**src/rtl/mole_game_ctrl.sv**
```systemverilog
// Whack-a-mole game sequencer: LFSR mole placement, hit/miss flashes, BCD score, round count.
// Optional macro WRONG_PENALTY_EN: a wrong-hole whack also decrements the score.
//
// state | meaning
// IDLE  | after reset, waiting for start, outputs 0
// SHOW  | mole up, waiting for a whack or the mole timeout
// FLASH | guess_correct/guess_wrong held, whacks ignored
// OVER  | all rounds played, score held, waiting for start
module mole_game_ctrl #(
   parameter int         MOLE_TICKS  = 4,
   parameter int         FLASH_TICKS = 2,
   parameter int         ROUNDS      = 20,
   parameter logic [7:0] LFSR_SEED   = 8'hA5
) (
   input  logic       clk,
   input  logic       rst,
   input  logic       tick,
   input  logic       start,
   input  logic       whack_valid,
   input  logic [2:0] whack_pos,
   output logic [2:0] mole_position,
   output logic       guess_correct,
   output logic       guess_wrong,
   output logic [3:0] digit_1,
   output logic [3:0] digit_2,
   output logic       game_over
);

   typedef enum logic [1:0] {IDLE, SHOW, FLASH, OVER} state_t;

   localparam logic [15:0] MOLE_LD  = 16'(MOLE_TICKS);
   localparam logic [15:0] FLASH_LD = 16'(FLASH_TICKS);
   localparam logic [7:0]  ROUNDS_C = 8'(ROUNDS);

   state_t      state, state_nxt;
   logic [7:0]  lfsr, lfsr_nxt;
   logic [15:0] tmr, tmr_nxt;
   logic [7:0]  round, round_nxt;
   logic [7:0]  score, score_nxt;
   logic [2:0]  mole_nxt, new_mole;
   logic        gc_nxt, gw_nxt, over_nxt;

   function automatic logic [7:0] bcd_inc(input logic [7:0] v);
      if (v == 8'h99)
         return v;
      if (v[3:0] == 4'd9)
         return {v[7:4] + 4'd1, 4'd0};
      return {v[7:4], v[3:0] + 4'd1};
   endfunction

   function automatic logic [7:0] bcd_dec(input logic [7:0] v);
      if (v == 8'h00)
         return v;
      if (v[3:0] == 4'd0)
         return {v[7:4] - 4'd1, 4'd9};
      return {v[7:4], v[3:0] - 4'd1};
   endfunction

   assign lfsr_nxt = {lfsr[6:0], lfsr[7] ^ lfsr[5] ^ lfsr[4] ^ lfsr[3]};
   // never repeat the hole the mole was just in
   assign new_mole = (lfsr[2:0] == mole_position) ? lfsr[2:0] + 3'd1 : lfsr[2:0];

   always_comb begin
      state_nxt = state;
      tmr_nxt   = tmr;
      round_nxt = round;
      score_nxt = score;
      mole_nxt  = mole_position;
      gc_nxt    = guess_correct;
      gw_nxt    = guess_wrong;
      over_nxt  = game_over;
      case (state)
         IDLE, OVER: begin
            if (start) begin
               score_nxt = 8'h00;
               round_nxt = 8'd0;
               mole_nxt  = new_mole;
               tmr_nxt   = MOLE_LD;
               over_nxt  = 1'b0;
               state_nxt = SHOW;
            end
         end
         SHOW: begin
            if (whack_valid) begin
               tmr_nxt   = FLASH_LD;
               state_nxt = FLASH;
               if (whack_pos == mole_position) begin
                  score_nxt = bcd_inc(score);
                  gc_nxt    = 1'b1;
               end else begin
                  gw_nxt = 1'b1;
`ifdef WRONG_PENALTY_EN
                  score_nxt = bcd_dec(score);
`endif
               end
            end else if (tick) begin
               if (tmr == 16'd1) begin
                  gw_nxt    = 1'b1;
                  tmr_nxt   = FLASH_LD;
                  state_nxt = FLASH;
               end else begin
                  tmr_nxt = tmr - 16'd1;
               end
            end
         end
         FLASH: begin
            if (tick) begin
               if (tmr == 16'd1) begin
                  gc_nxt    = 1'b0;
                  gw_nxt    = 1'b0;
                  round_nxt = round + 8'd1;
                  if (round + 8'd1 == ROUNDS_C) begin
                     over_nxt  = 1'b1;
                     state_nxt = OVER;
                  end else begin
                     mole_nxt  = new_mole;
                     tmr_nxt   = MOLE_LD;
                     state_nxt = SHOW;
                  end
               end else begin
                  tmr_nxt = tmr - 16'd1;
               end
            end
         end
         default: state_nxt = IDLE;
      endcase
   end

   always_ff @(posedge clk or posedge rst) begin
      if (rst) begin
         state         <= IDLE;
         lfsr          <= LFSR_SEED;
         tmr           <= 16'd0;
         round         <= 8'd0;
         score         <= 8'h00;
         mole_position <= 3'd0;
         guess_correct <= 1'b0;
         guess_wrong   <= 1'b0;
         game_over     <= 1'b0;
      end else begin
         state         <= state_nxt;
         lfsr          <= lfsr_nxt;
         tmr           <= tmr_nxt;
         round         <= round_nxt;
         score         <= score_nxt;
         mole_position <= mole_nxt;
         guess_correct <= gc_nxt;
         guess_wrong   <= gw_nxt;
         game_over     <= over_nxt;
      end
   end

   assign digit_1 = score[7:4];
   assign digit_2 = score[3:0];

endmodule

```
**config.mk**
```make
export PLATFORM = sky130hd
export DESIGN_NAME = mole_game_ctrl
export DESIGN_NICKNAME = d
export VERILOG_FILES = /design/src/rtl/mole_game_ctrl.sv
export SDC_FILE = /design/constraint.sdc
export NUM_CORES = 1
export LEC_CHECK = 0
export ABC_CLOCK_PERIOD_IN_PS = 3380
export CELL_PAD_IN_SITES_DETAIL_PLACEMENT = 0
export CELL_PAD_IN_SITES_GLOBAL_PLACEMENT = 2
export CORE_MARGIN = 2
export CORE_UTILIZATION = 35
export CTS_BUF_LIST = sky130_fd_sc_hd__clkbuf_2
export CTS_CLUSTER_SIZE = 14
export DETAILED_ROUTE_END_ITERATION = 10
export GPL_ROUTABILITY_DRIVEN = 0
export GPL_TIMING_DRIVEN = 1
export PLACE_DENSITY_LB_ADDON = 0.1
export SLEW_MARGIN = 20
export SYNTH_ARGS = -nofsm -noshare
export SYNTH_HDL_FRONTEND = slang
export SYNTH_SLANG_ARGS = --single-unit
export TNS_END_PERCENT = 100
```
**constraint.sdc**
```tcl
create_clock -name clk -period 3.38 [get_ports clk]
set_input_delay 0.845 -clock clk [delete_from_list [all_inputs] [get_ports clk]]
set_output_delay 0.845 -clock clk [all_outputs]
set_load 0.02 [all_outputs]
```
==> out/qor.txt <==
Die H: 93.2 µm
post-DP HPWL: 4360 µm
Starting Density: 36.1%
Main synth FF type: dfrtp_1
initial antenna violation count: 0
RSZ-0062 raised after global routing: no
Setup Fix Bufs, Post-CTS: 0
commonest non-fill, non-tap cell in the layout: dfrtp_1
gr usage total: 15.5%
WS Path Type: register to register
Synth top area share: 39.5%
synthesized area: 2790 µm²
Syn Area/Cell: 9.48 µm²
Hold Vio Cnt, Final: 0
# port buffers: 21
register area share after synthesis: 43.3%
WL/cell: 15.0 µm
CORE AREA: 7730 µm²
RR Startpoint: state[1]
Diodes inserted: 0
Highest Clock Rate: 0.373 GHz
crit start category: register
status: completed
# resized after CTS: 0
leakage: 0.00134 µW
final setup vio count: 0
hold path startpoint: lfsr[6]
Max Clock Skew: 0.00921 ns
CTS tree: done
Sw Ratio: 46.2%
First DRT Iteration DRCs: 82
Synth Instances: 294
Post-CTS Hold Buffers: 0
H-tree depth: 2
Synth async-reset ratio: 100%
first-pass GRT wire length: 10700 µm
Yosys Warn Count: 0
TritonCTS Buffers: 5
Routed WL: 6280 µm
vias in the first global route: 2113
vias per cell: 5.27
final hold slack: 0.378 ns
Clock power frac: 10.7%
Synth area leader: dfrtp_1
DRT Pass-1 Iters: 4
WP data required: 3.77 ns
Clk Tree Root Cell: clkbuf_2
std cell rows: 32
Slew @ Worst Pin: 0.632 ns
TNS Setup: 0 ns
sw power: 1020 µW
most frequent cells in the layout: 44 x dfrtp_1, 29 x nand2_1, 28 x o21ai_0
Syn-to-layout area delta: 13.2%
r2r setup slk: 0.70 ns
CP startpoint: state[1]
Post-synth EDFFs: 0
DIE WIDTH: 93.2 µm
die area: 8690 µm²
pwr dens: 700 nW/µm²
Tcrit/Tclk final: 79.4%
layout cell share with drive strength beyond 1: 9.75%
Worst setup EP type: register
clk_lat worst skew: 0.43 ns
Tmin final: 2.68 ns
Detail Route Antenna Nets: 0
via count: 2212
Post-layout nets: 338
HP Class: register to register
largest fanout on the critical path: 15
GR Overflow Total: 0
IO Pins: 22
slew margin rel.: 57.9%
combinational share of power: 52.3%
maximum vdd drop: 337 µV
sequential share of power: 37.0%
clock-pin slew on the worst setup and hold paths: 0.24 ns
#FFs+latches synth: 48
Sink Count: 48
Inst Count DP: 413
DRC viols: 0
max capacitance violation total: 0
Post-Syn Nets: 314
internal power: 1190 µW
largest net degree at the start of global routing: 49
final slew viol count: 0
CTS max path bufs: 2
Non-Filler Instances: 420
WP data arrival: 3.07 ns
ranking of synthesized cells by area: dfrtp_1 39%, ha_1 5.4%, o21ai_0 5.0%
number of distinct library cells after synthesis: 51
==> flip-flops by register name (all words and copies together) (netlist names) <==
| signal | cells |
|---|---|
| score | 8 |
| tmr | 16 |
| lfsr | 8 |
| round | 8 |
| guess_correct | 1 |
| game_over | 1 |
| guess_wrong | 1 |
| mole_position | 3 |
| state | 2 |
==> cells by family after synthesis <==
group,after synthesis,share of synthesized area [%]
AOI/OAI and AO/OA,75,17.1
adders and majority gates,12,5.39
DFF,48,43.3
and+or+nand+nor,111,22.4
buffers and inverters,24,3.64
muxes,10,3.77
xor gates and xnor gates,14,4.40
==> through the flow <==
stage | power [µW] | util (%) | cell area, µm² | setup WS [ns]
2_1_floorplan | 1630 | - | 2790 | 0.956
3_3_place_gp | 2000 | 40.4 | 3120 | 0.413
3_5_place_dp | 2000 | 40.4 | 3120 | 0.387
4_1_cts | 2240 | 40.9 | 3160 | 0.702
5_1_grt | 2420 | 40.9 | 3160 | 0.461
6_report | 2210 | 40.9 | 3160 | 0.696
==> final timing paths <==
path | endpoint | depth (start not counted)
max | score[6] | 8
min | lfsr[7] | 0
max reg2reg | score[6] | 8
min reg2reg | lfsr[7] | 0
max in group asynchronous | tmr[7] | 3
min in group asynchronous | lfsr[4] | 3
==> cell type report <==
cell class                 instances  area, µm²
clock buffer                       6       30.0
clock inverter                     1       5.00
fill                             794       4570
inverter                          14       52.6
multi-input combinational        222       1480
sequential                        48       1210
tap                              102        128
timing repair buffer              27        255
==> Yosys cell counts (all sizes together) (6+ instances only) <==
master / n
nand3: 16
nand2: 30
mux2i: 6
nor3: 7
o21ai: 30
inv: 14
nor4: 6
xor2: 8
xnor2: 6
ha: 12
dfrtp: 44
a21oi: 13
o31ai: 10
clkbuf: 7
nor2: 18
==> critical path: stages, from the launching register on <==
cell	delay, ns
dfrtp_1	0.46
inv_1	0.09
ha_1	0.51
nand2_1	0.15
or4_4	0.52
o21ai_2	0.18
nand3_2	0.16
or4_1	0.50
nand3_1	0.09
==> power by group through the flow <==
stage	clock network [µW]	logic [µW]	registers (µW)
final	236	1160	818
after global routing	269	1310	840
after CTS	249	1170	818
after detailed placement	0	1170	829
after global placement	0	1170	831
after floorplan	0	791	844
==> routing by layer <==
metal | wire, µm | vias to the layer above | GRT usage, %
met4 | 65 | 0 | 4.41
li1 | - | 1117 | -
met1 | 3320 | 1066 | 22.9
met2 | 2770 | 22 | 23.3
met5 | 0 | - | 0
met3 | 123 | 7 | 2.74
No activity file was read; power rests on OpenSTA's default activity.
